**src/rtl/uart_word_loader.sv**
```systemverilog
// UART receive path that turns ASCII '0'/'1' digit strings into DATAWIDTH-bit words
// and writes them to consecutive RAM addresses until DATADEPTH words are stored.
module uart_word_loader #(
    parameter int DATAWIDTH    = 8,
    parameter int DATADEPTH    = 16,
    parameter int CLKS_PER_BIT = 10417
) (
    input  logic                 clk,
    input  logic                 rst,
    input  logic                 RxD,
    output logic                 we,
    output logic [20:0]          address,
    output logic [DATAWIDTH-1:0] data_out,
    output logic                 done,
    output logic                 frame_err,
    output logic                 fmt_err
);

    // state   | meaning
    // S_IDLE  | line idle, waiting for a low synced RxD
    // S_START | half-bit wait, then confirm the start bit is still low
    // S_DATA  | sample 8 data bits LSB first, one per bit time
    // S_STOP  | sample stop bit; high -> byte valid, low -> framing error
    // S_BREAK | after a framing error, wait for the line to return high
    typedef enum logic [2:0] {S_IDLE, S_START, S_DATA, S_STOP, S_BREAK} rx_state_t;

    localparam int TW = $clog2(CLKS_PER_BIT);
    localparam int CW = $clog2(DATAWIDTH + 1);
    localparam logic [TW-1:0] HALF_BIT = TW'(CLKS_PER_BIT / 2 - 1);
    localparam logic [TW-1:0] FULL_BIT = TW'(CLKS_PER_BIT - 1);
    localparam logic [TW-1:0] T_ONE    = TW'(1);
    localparam logic [CW-1:0] CNT_FULL = CW'(DATAWIDTH);
    localparam logic [CW-1:0] CNT_ONE  = CW'(1);
    localparam logic [20:0]   ADDR_LAST = 21'(DATADEPTH - 1);

    rx_state_t      state_q;
    logic           sync1_q, sync2_q;
    logic [TW-1:0]  timer_q;
    logic [2:0]     bit_idx_q;
    logic [7:0]     rx_byte_q;
    logic           rx_valid_q;
    logic           frame_err_q;

    always_ff @(posedge clk) begin
        if (rst) begin
            sync1_q     <= 1'b1;
            sync2_q     <= 1'b1;
            state_q     <= S_IDLE;
            timer_q     <= '0;
            bit_idx_q   <= '0;
            rx_byte_q   <= '0;
            rx_valid_q  <= 1'b0;
            frame_err_q <= 1'b0;
        end else begin
            sync1_q    <= RxD;
            sync2_q    <= sync1_q;
            rx_valid_q <= 1'b0;
            case (state_q)
                S_IDLE: begin
                    if (!sync2_q) begin
                        state_q <= S_START;
                        timer_q <= HALF_BIT;
                    end
                end
                S_START: begin
                    if (timer_q != '0) begin
                        timer_q <= timer_q - T_ONE;
                    end else if (!sync2_q) begin
                        state_q   <= S_DATA;
                        timer_q   <= FULL_BIT;
                        bit_idx_q <= '0;
                    end else begin
                        state_q <= S_IDLE;
                    end
                end
                S_DATA: begin
                    if (timer_q != '0) begin
                        timer_q <= timer_q - T_ONE;
                    end else begin
                        rx_byte_q <= {sync2_q, rx_byte_q[7:1]};
                        timer_q   <= FULL_BIT;
                        bit_idx_q <= bit_idx_q + 3'd1;
                        if (bit_idx_q == 3'd7) state_q <= S_STOP;
                    end
                end
                S_STOP: begin
                    if (timer_q != '0) begin
                        timer_q <= timer_q - T_ONE;
                    end else if (sync2_q) begin
                        rx_valid_q <= 1'b1;
                        state_q    <= S_IDLE;
                    end else begin
                        frame_err_q <= 1'b1;
                        state_q     <= S_BREAK;
                    end
                end
                S_BREAK: begin
                    if (sync2_q) state_q <= S_IDLE;
                end
                default: state_q <= S_IDLE;
            endcase
        end
    end

    logic [DATAWIDTH-1:0] shreg_q, shreg_d;
    logic [CW-1:0]        cnt_q, cnt_d;
    logic                 we_q, we_d;
    logic [20:0]          addr_q, addr_d;
    logic [DATAWIDTH-1:0] data_q, data_d;
    logic                 done_q, done_d;
    logic                 fmt_q, fmt_d;
    logic                 is_digit, is_delim, is_abort;

    always_comb begin
        shreg_d  = shreg_q;
        cnt_d    = cnt_q;
        we_d     = 1'b0;
        addr_d   = addr_q;
        data_d   = data_q;
        done_d   = done_q;
        fmt_d    = fmt_q;
        is_digit = (rx_byte_q == 8'h30) || (rx_byte_q == 8'h31);
        is_delim = (rx_byte_q == 8'h20) || (rx_byte_q == 8'h0D) || (rx_byte_q == 8'h0A);
        is_abort = (rx_byte_q == 8'h5F);

        // Address advance and word clear happen the cycle after the write strobe.
        if (we_q) begin
            shreg_d = '0;
            cnt_d   = '0;
            if (addr_q == ADDR_LAST) begin
                addr_d = '0;
                done_d = 1'b1;
            end else begin
                addr_d = addr_q + 21'd1;
            end
        end

        if (rx_valid_q && !done_q) begin
            if (is_digit) begin
                if (cnt_q == CNT_FULL) begin
                    fmt_d   = 1'b1;
                    shreg_d = '0;
                    cnt_d   = '0;
                end else begin
                    shreg_d = {shreg_q[DATAWIDTH-2:0], rx_byte_q[0]};
                    cnt_d   = cnt_q + CNT_ONE;
                end
            end else if (is_delim) begin
                if (cnt_q == CNT_FULL) begin
                    data_d = shreg_q;
                    we_d   = 1'b1;
                end else if (cnt_q != '0) begin
                    fmt_d   = 1'b1;
                    shreg_d = '0;
                    cnt_d   = '0;
                end
            end else if (is_abort) begin
                shreg_d = '0;
                cnt_d   = '0;
            end
        end
    end

    always_ff @(posedge clk) begin
        if (rst) begin
            shreg_q <= '0;
            cnt_q   <= '0;
            we_q    <= 1'b0;
            addr_q  <= '0;
            data_q  <= '0;
            done_q  <= 1'b0;
            fmt_q   <= 1'b0;
        end else begin
            shreg_q <= shreg_d;
            cnt_q   <= cnt_d;
            we_q    <= we_d;
            addr_q  <= addr_d;
            data_q  <= data_d;
            done_q  <= done_d;
            fmt_q   <= fmt_d;
        end
    end

    assign we        = we_q;
    assign address   = addr_q;
    assign data_out  = data_q;
    assign done      = done_q;
    assign frame_err = frame_err_q;
    assign fmt_err   = fmt_q;

endmodule

```
**config.mk**
```make
export PLATFORM = sky130hd
export DESIGN_NAME = uart_word_loader
export DESIGN_NICKNAME = d
export VERILOG_FILES = /design/src/rtl/uart_word_loader.sv
export SDC_FILE = /design/constraint.sdc
export NUM_CORES = 1
export LEC_CHECK = 0
export ABC_AREA = 0
export BUFFER_PORTS_ARGS = -buffer_cell sky130_fd_sc_hd__buf_4
export CAP_MARGIN = 0
export CORE_MARGIN = 3
export CORE_UTILIZATION = 37
export CTS_CLUSTER_SIZE = 8
export DETAILED_ROUTE_END_ITERATION = 12
export GPL_ROUTABILITY_DRIVEN = 0
export PLACE_DENSITY = 0.66
export SLEW_MARGIN = 20
export SYNTH_ARGS = -nofsm -noshare
export SYNTH_HDL_FRONTEND = slang
export SYNTH_SLANG_ARGS = --single-unit
```
**constraint.sdc**
```tcl
create_clock -name clk -period 3.02 [get_ports clk]
set_clock_uncertainty 0.1 [all_clocks]
set_input_delay 0.302 -clock clk [delete_from_list [all_inputs] [get_ports clk]]
set_output_delay 0.302 -clock clk [all_outputs]
set_load 0.1 [all_outputs]
```
After elaboration in Yosys (flattened, before gate mapping)

Cells that the tools add are included.

Bits of input ports: 3
Flip-flop bits (word level): 76
Word-level logic and storage cells: 114

Reduce and logical (&&, ||, !) cells: 22
$add $sub $neg: 4
Equality and inequality tests: 24
Bitwise operators: 6
Multiplexer cells: 43

Operators with widths:

| operator                                                               | number |
|---|---|
| 14-bit two-way mux                                                     | 5 |
| 8-bit two-way mux                                                      | 8 |
| 14-bit one-hot mux with 4 select lines                                 | 1 |
| 4-bit two-way mux                                                      | 8 |
| 3-bit two-way mux                                                      | 10 |
| 8-bit by 6-bit equality test with 1-bit output, second input constant  | 3 |
| 21-bit by 1-bit adder with 21-bit output, second input constant        | 1 |
| 21-bit by 4-bit equality test with 1-bit output, second input constant | 1 |
| 21-bit two-way mux                                                     | 1 |
| 2-bit inequality test, second input constant                           | 9 |
| 8-bit by 4-bit equality test with 1-bit output, second input constant  | 2 |
| 3-bit one-hot mux with 5 select lines                                  | 1 |
| 14-bit nonzero test                                                    | 1 |
| 14-bit by 1-bit subtractor with 14-bit output, second input constant   | 1 |
| 4-bit AND reduction                                                    | 3 |
| 8-bit by 7-bit equality test with 1-bit output, second input constant  | 1 |
| 4-bit nonzero test                                                     | 2 |
| 1-bit two-way mux                                                      | 7 |
| 3-bit by 2-bit equality test with 1-bit output, second input constant  | 2 |
| 3-bit equality test, second input constant                             | 2 |
| 1-bit NOT                                                              | 6 |
| 3-bit one-hot mux with 2 select lines                                  | 1 |
| 6-bit AND reduction                                                    | 1 |
| 2-bit nonzero test                                                     | 3 |
| 16 further kinds                                                       | 19 |

Longest topological paths before layout

Gate-level depths: netlist of run 1.

Depth after elaboration: 6
Mapped depth: 8
Depth with buffers taken out: 7

Least setup slack after synthesis of run 1

No wires, ideal clock.

Path kind: reg2reg
From: reg addr_q[0], in the netlist address[0]
To: reg addr_q[20], in the netlist address[20]
Data arrival time: 2.366 ns
Setup time: 0.128 ns
Cell stages (with the launch flop): 7
Path slack: 0.426 ns
Cell sequence: dfxtp_1 ha_1 nand4_1 or2_2 nor4_1 xnor2_1 nor2_1

Longest elaborated chain between the ends: 2
Elaborated cells between the ends (all ways): 3
Classes of those cells: add/sub: 1; eq/ne: 1; mux: 1

RTL lines:

| element                                                                                                     | line     | source |
|---|---|---|
| from (decl)                                                                                                 | 108      | `logic [20:0] addr_q, addr_d;` |
| from (signal assigned)                                                                                      | 177      | `addr_q <= addr_d;` |
| 21-bit by 1-bit adder with 21-bit output or 21-bit by 4-bit equality test with 1-bit output (tied branches) | 134, 130 |  |
| 21-bit two-way mux *                                                                                        | 130      | `if (addr_q == ADDR_LAST) begin` |

Every way passes the cells marked *; elsewhere a longest branch is shown, timed or not.
A chain may end at the register's enable or synchronous reset.

Worst setup path in the final report of run 1

From: reg rx_byte_q[5]
To: reg shreg_q[2]

Longest elaborated chain between the ends: 6
Elaborated cells between the ends (all ways): 13
Classes of those cells: eq/ne: 6; mux: 4; reduce/logical: 3

RTL lines:

| element                                                                                                          | line | source |
|---|---|---|
| from (decl)                                                                                                      | 40   | `logic [7:0] rx_byte_q;` |
| from (signal assigned)                                                                                           | 80   | `rx_byte_q <= {sync2_q, rx_byte_q[7:1]};` |
| 8-bit by 6-bit equality test with 1-bit output or 8-bit by 4-bit equality test with 1-bit output (tied branches) | 123  | `is_delim = (rx_byte_q == 8'h20) \|\| (rx_byte_q == 8'h0D) \|\| (rx_byte_q == 8'h0A);` |
| 1-bit logical OR (2 in a row)                                                                                    | 123  |  |
| 8-bit two-way mux                                                                                                | 148  | `end else if (is_delim) begin` |
| 8-bit two-way mux *                                                                                              | 139  | `if (is_digit) begin` |
| 8-bit two-way mux *                                                                                              | 138  | `if (rx_valid_q && !done_q) begin` |
| to (signal assigned)                                                                                             | 174  | `shreg_q <= shreg_d;` |
| to (decl)                                                                                                        | 105  | `logic [DATAWIDTH-1:0] shreg_q, shreg_d;` |

Marked as above.

==> results_dict.tcl, run 1 <==
set metrics [dict create \
    nFillCells 933 \
    synth_top_area_share_pct 41.5 \
    synth_simple_gate_area_share_pct 27.5 \
    drtAntennaViolNets 0 \
    cp_max_fo 7 \
    routed-wl-met2_mm 3.78 \
    viasPerCell 5.28 \
    grt_pass1_vias 2948 \
    p_per_area_nw_per_um2 490 \
    io_pins 36 \
    worstSkewPairLatency_ns 0.36 \
    end_kind "register" \
    synth-compound-area-share_pct 13.5 \
    crit_arrival_ns 2.48 \
    wire_per_inst_um 13.9 \
    syn_area_per_cell_um2 8.68 \
    dr_wl_met3_um 292 \
    clk_pin_slew_ns 0.09 \
    antenna-diode-count 0 \
    finalSetupTns_ns 0 \
    grt_pass1_wl_mm 13.8 \
    synth_largest_area_cell "dfxtp_1" \
    final_cells 588 \
    drc 0 \
    max-slew-margin-rel_pct 43.9 \
    initial_core_util_pct 38.9 \
    ir_drop_v 0.000321 \
    cts_buffers 9 \
    top_layer "met4" \
    finalCritPeriodShare_pct 77.8 \
    setup_violations 0 \
    vias 3105 \
    ys_types 60 \
    grt_max_degree 30 \
    holdBufCountCts 0 \
    synth_nets 432 \
    critPathLaunchType "register" \
    core_area_um2 9420 \
    num_rows 35 \
    cts_buffer_depth 2 \
    ys_top_cells_by_area "dfxtp_1, nor2_1, mux2i_1" \
    worst-path-buf-inv 0 \
    slew_viol_final 0 \
    wl_mm 8.17 \
    min_path_type "in2reg" \
    die_h_um 106 \
    critPathTopFamily "compound AO/OA/AOI/OAI gates" \
    syn-instance-count 422 \
    firstDrtPassIters 5 \
    cts_tree "built" \
    hold_viol_final 0 \
    ys_seq_area_share_pct 41.5 \
    maxCapViolations 0 \
    cts_resized 0 \
    cts_root_buf "clkbuf_8" \
    grt_util_all_layers_pct 14.9 \
    leakage_nw 1.52 \
    power.total_mw 2.08 \
    clock.fmax_mhz 426 \
    die_w_um 106 \
    synthFlopType "dfxtp_1" \
    synth-edff-count 0 \
    cp_slowest_cell "a2111o_1" \
    async_reset_ff_share_pct 0 \
    h-tree-depth 3 \
    synth-seq-cells 76 \
    ys_warn_count 0 \
    crit_chain "or3b_1, a2111o_1, a21o_2, a31oi_1, o21ai_0" \
    grt_overflow 0 \
    final_core_util_pct 45.1 \
    wl_met1_mm 4.00 \
    grt_setup_unrepaired "no" \
    critPathKind "reg2reg" \
    worst_pin_slew_ns 0.841 \
    cts.sinks 76 \
    synthAdderAreaFrac_pct 2.39 \
    worst_path_largest_cell_delay_ns 0.47 \
    postCtsSetupRepairBufs 0 \
    io_buffers 35 \
    place_hpwl_mm 5.66 \
    die_area_um2 11100 \
    antenna_found_initial 0 \
    synth_most_common_cell "dfxtp_1" \
    drtIter0Drc 163 \
    critPathRequiredTime_ns 3.15 \
    synth_mux_area_share_pct 5.77 \
    fin_crit_ns 2.35 \
    synthTopCellsByCount "dfxtp_1, nor2_1, nand2_1" \
    status "finished clean" \
    dpl.cell_count 572 \
    synthXorXnorAreaFrac_pct 5.26 \
    syn_area_um2 3660 \
    layout-drive-gt1-share_pct 17.2 \
    synth_top_family_by_area "simple AND/OR/NAND/NOR gates" \
    syn_to_final_growth_pct 15.8 \
    nets 464 \
]
## per-layer routing
layer  vias to the layer above  global-route usage [%]
li1                       1561                       -
met1                      1480                    19.3
met2                        55                    23.7
met3                         9                    3.86
met4                         0                    5.74
met5                         -                       0
## worst reg2reg max path, cell delays in order, from the launching register on
cell      delay, ns
dfxtp_1        0.41
or3b_1         0.37
a2111o_1       0.47
a21o_2         0.25
a31oi_1        0.46
o21ai_0        0.16
## cell type report
type	instances	area (µm²)	share of cell area [%]
clock inverters	6	53.8	1.27
flip-flops and latches	76	1520	35.9
repair buffers	41	308	7.25
inverters	17	63.8	1.50
multi-input cells	309	2000	47.1
clock buffers	10	138	3.24
well taps	129	161	3.80
## placed cells by master, fill, tap and decap left out, types with 4 or more instances in the layout
cell type  count
dfxtp_1       76
nor2_1        64
buf_4         41
nand2_1       35
mux2i_1       20
o21ai_0       17
inv_1         16
nor3_1        16
nand3_1       15
xnor2_1       14
a21oi_1       11
clkbuf_8      10
xor2_1         8
a31oi_1        8
ha_1           7
nor4_1         6
or2_2          6
nand4b_1       6
a211oi_1       6
nand4_1        5
and4_1         4
or3_1          4
## metrics by stage
stage          worst slack, ns  hold WS, ns  cell area [µm²]
2_1_floorplan            0.426        0.289             3660
3_3_place_gp             0.738        0.301             4050
3_5_place_dp             0.698        0.301             4050
4_1_cts                  0.684       0.0219             4240
5_1_grt                  0.576       0.0283             4240
6_report                 0.671       0.0376             4240
## power by group
part | total [mW] | internal (mW) | switching [mW]
logic | 0.265 | 0.100 | 0.164
clock network | 0.762 | 0.337 | 0.426
registers | 1.05 | 1.02 | 0.0309
## kinds of logic after synthesis
kind of cell,count (synthesis)
and+or+nand+nor,189
adders and majority gates,7
xor gates and xnor gates,22
buffers and inverters,37
muxes,21
DFF,76
AOI/OAI and AO/OA,70
## final timing paths
check	startpoint	to	slack [ns]	cells after the start
setup / recovery	rx_byte_q[5]	shreg_q[2]	0.67	5
hold reg to reg	sync1_q	sync2_q	0.32	1
setup reg to reg	rx_byte_q[5]	shreg_q[2]	0.67	5
hold / removal	RxD	sync1_q	0.04	2
## registers in the layout, indices dropped and copies added, names as in the netlist
register	count
address	21
bit_idx_q	3
cnt_q	4
data_out	8
done	1
fmt_err	1
frame_err	1
rx_byte_q	8
rx_valid_q	1
shreg_q	8
state_q	3
sync1_q	1
sync2_q	1
timer_q	14
we	1
No activity file was read; power rests on OpenSTA's default activity.
==> run 2, diff against run 1 <==
ABC_AREA = 1   (was 0)
PLACE_DENSITY = 0.68   (was 0.66)
clock period = 2.1 ns   (was 3.02 ns; I/O delays follow)
==> results_dict.tcl, run 2 <==
set metrics [dict create \
    endpoint "timer_q[3]" \
    h-tree-depth 3 \
    setup_violations 0 \
    crit_path_start "timer_q[0]" \
    synthAdderAreaFrac_pct 2.13 \
    syn_area_um2 4110 \
    ys_top_cells_by_area "dfxtp_1, nand2_1, nor2_1" \
    leakage_nw 2.05 \
    worst-path-buf-inv 1 \
    vias 3936 \
    antenna-diode-count 0 \
    finalSetupTns_ns 0 \
    cts_buffers 9 \
    clk_pin_slew_ns 0.07 \
    fin_crit_ns 1.73 \
    ys_seq_area_share_pct 37.1 \
    grt_pass1_wl_mm 16.5 \
    ys_warn_count 0 \
    end_kind "register" \
    wl_mm 9.45 \
    syn_area_per_cell_um2 6.60 \
    cts.sinks 76 \
    synth_largest_area_cell "dfxtp_1" \
    clock.fmax_mhz 578 \
    synthFlopType "dfxtp_1" \
    viasPerCell 4.90 \
    power.total_mw 5.08 \
    crit_arrival_ns 1.87 \
    p_clk_share_pct 21.2 \
    worst_pin_slew_ns 0.395 \
    cp_num_cells 9 \
    cts_buffer_depth 2 \
    drtAntennaViolNets 0 \
    nets 672 \
    r2r-start "timer_q[0]" \
    ir_drop_v 0.000854 \
    postCtsSetupRepairBufs 0 \
    firstDrtPassIters 4 \
    synth_mux_area_share_pct 0 \
    min_path_type "in2reg" \
    initial_core_util_pct 38.9 \
    worst_path_largest_cell_delay_ns 0.33 \
    grt_setup_unrepaired "no" \
    grt_util_all_layers_pct 15.6 \
    cpMostUsedCell "nand2_1" \
    synthXorXnorAreaFrac_pct 3.20 \
    place_hpwl_mm 6.92 \
    grt_pass1_vias 3683 \
    die_h_um 111 \
    critPathRequiredTime_ns 2.24 \
    worstSkewPairLatency_ns 0.36 \
    synth_nets 632 \
    layout-drive-gt1-share_pct 14.4 \
    critPathTopFamily "simple AND/OR/NAND/NOR gates" \
    syn-instance-count 622 \
    synth_simple_gate_area_share_pct 38.5 \
    core_area_um2 10600 \
    cts_tree "built" \
    r2r-end "timer_q[3]" \
    nFillCells 1068 \
    p_int_mw 2.90 \
    antenna_found_initial 0 \
    cts_root_buf "clkbuf_8" \
    ys_types 39 \
    synth_top_family_by_area "simple AND/OR/NAND/NOR gates" \
    synth-edff-count 0 \
    num_rows 37 \
    syn_to_final_growth_pct 15.2 \
    io_buffers 35 \
    status "finished clean" \
    async_reset_ff_share_pct 0 \
    mostFrequentLayoutCell "nand2_1" \
    p_per_area_nw_per_um2 1070 \
    cp_max_fo 8 \
    multi_input_area_um2 2250 \
    crit_chain "inv_1, ha_1, nand2_1, nor2_4, nand2_4, nand2_1, nand2_2, o21ai_1, nor2_1" \
    max-slew-margin-rel_pct 73.7 \
    synth_top_area_share_pct 37.1 \
    swShare_pct 43.0 \
    p_comb_share_pct 42.5 \
    maxCapViolations 0 \
    hold_viol_final 0 \
    synth-compound-area-share_pct 11.0 \
    seqPwrFrac_pct 36.2 \
    ff2ff_path_depth 9 \
    die_area_um2 12400 \
    io_pins 36 \
    drc 0 \
    synth_most_common_cell "nand2_1" \
    grt_overflow 0 \
    synth-seq-cells 76 \
    seqCellArea_um2 1530 \
    die_w_um 111 \
    reg2reg_setup_slack_ns 0.37 \
    p_sw_mw 2.19 \
    final_cell_mix "nand2_1, nor2_1, dfxtp_1" \
    critPathKind "reg2reg" \
    drtIter0Drc 246 \
    slew_viol_final 0 \
    wire_per_inst_um 11.8 \
    cp_slowest_cell "dfxtp_1" \
    finalCritPeriodShare_pct 82.4 \
    critPathLaunchType "register" \
    grt_max_degree 36 \
    synthTopCellsByCount "nand2_1, nor2_1, dfxtp_1" \
    largest_reg_flops 21 \
]
[run 2: cell count changes in the layout (fill, tap and decap cells not counted), moves of 8 or more]
cell     before  now
nand3_1      15   38
xnor2_1      14    3
mux2i_1      20    0
inv_1        16   64
a31oi_1       8    0
nor2_1       64   94
o21ai_0      17   26
nand2_1      35  167
a21oi_1      11   50
[run 2: layout make-up]
class | count | area share [%]
Sequential cell | 76 | 32.3
Clock inverter | 5 | 1.11
Multi-Input combinational cell | 461 | 47.6
Timing Repair Buffer | 43 | 6.88
Tap cell | 136 | 3.60
Inverter | 71 | 5.69
Clock buffer | 11 | 2.78
[run 2: worst min-delay path by stage]
| stage | startpoint | end | slack [ns] | depth (start not counted) |
|---|---|---|---|---|
| 5_1_grt | rst | timer_q[8] | 0.04 | 2 |
| 4_1_cts | rst | timer_q[8] | 0.02 | 2 |
| 3_3_place_gp | sync1_q | sync2_q | 0.29 | 1 |
| 3_5_place_dp | sync1_q | sync2_q | 0.30 | 1 |
| 2_1_floorplan | RxD | sync1_q | 0.21 | 1 |
| 6_report | rst | timer_q[8] | 0.04 | 2 |
[run 2: routing by layer]
layer	global-route usage (%)	wire length (µm)	up-vias
met4	5.11	127	0
met3	3.64	411	10
met5	0	0	-
li1	-	-	2060
met2	26.2	4490	72
met1	20.0	4420	1794
[run 2: metrics by stage]
step	utilization (%)	hold slack, ns	area [µm²]	worst slack [ns]	std cells
after floorplan	-	0.214	4110	0.00304	622
after global placement	43.0	0.292	4530	0.257	786
after detailed placement	43.0	0.296	4530	0.255	786
after CTS	44.8	0.0197	4730	0.252	803
after global routing	44.8	0.0418	4730	0.170	803
final	44.8	0.0378	4730	0.370	803
[run 2: power by group through the flow]
stage / Sequential, mW / Combinational (mW) / Clock, mW
floorplan: 1.81 / 1.81 / 0
global placement: 1.87 / 2.11 / 0
detailed placement: 1.87 / 2.15 / 0
CTS: 1.84 / 2.16 / 1.11
global route: 1.87 / 2.50 / 1.16
finish: 1.84 / 2.16 / 1.08
[run 2: timing repair]
action | in CTS | in global routing
hold buffers | 1 | 0
resized for setup | 0 | 1
endpoints found under the hold margin | 1 | 0
endpoints found under the setup margin | 0 | 1
[run 2: worst reg2reg max path, delay by kind of cell, from the launching register on]
family	cells	cell delay (ns)
simple gates	6	0.64
flops	1	0.33
buf+inv	1	0.14
fa+ha+maj	1	0.19
compound gates	1	0.21
[run 2: logic make-up after synthesis]
family,Yosys count
buf+inv,85
compound gates,87
fa+ha+maj,7
flops,76
xor+xnor,15
simple gates,352
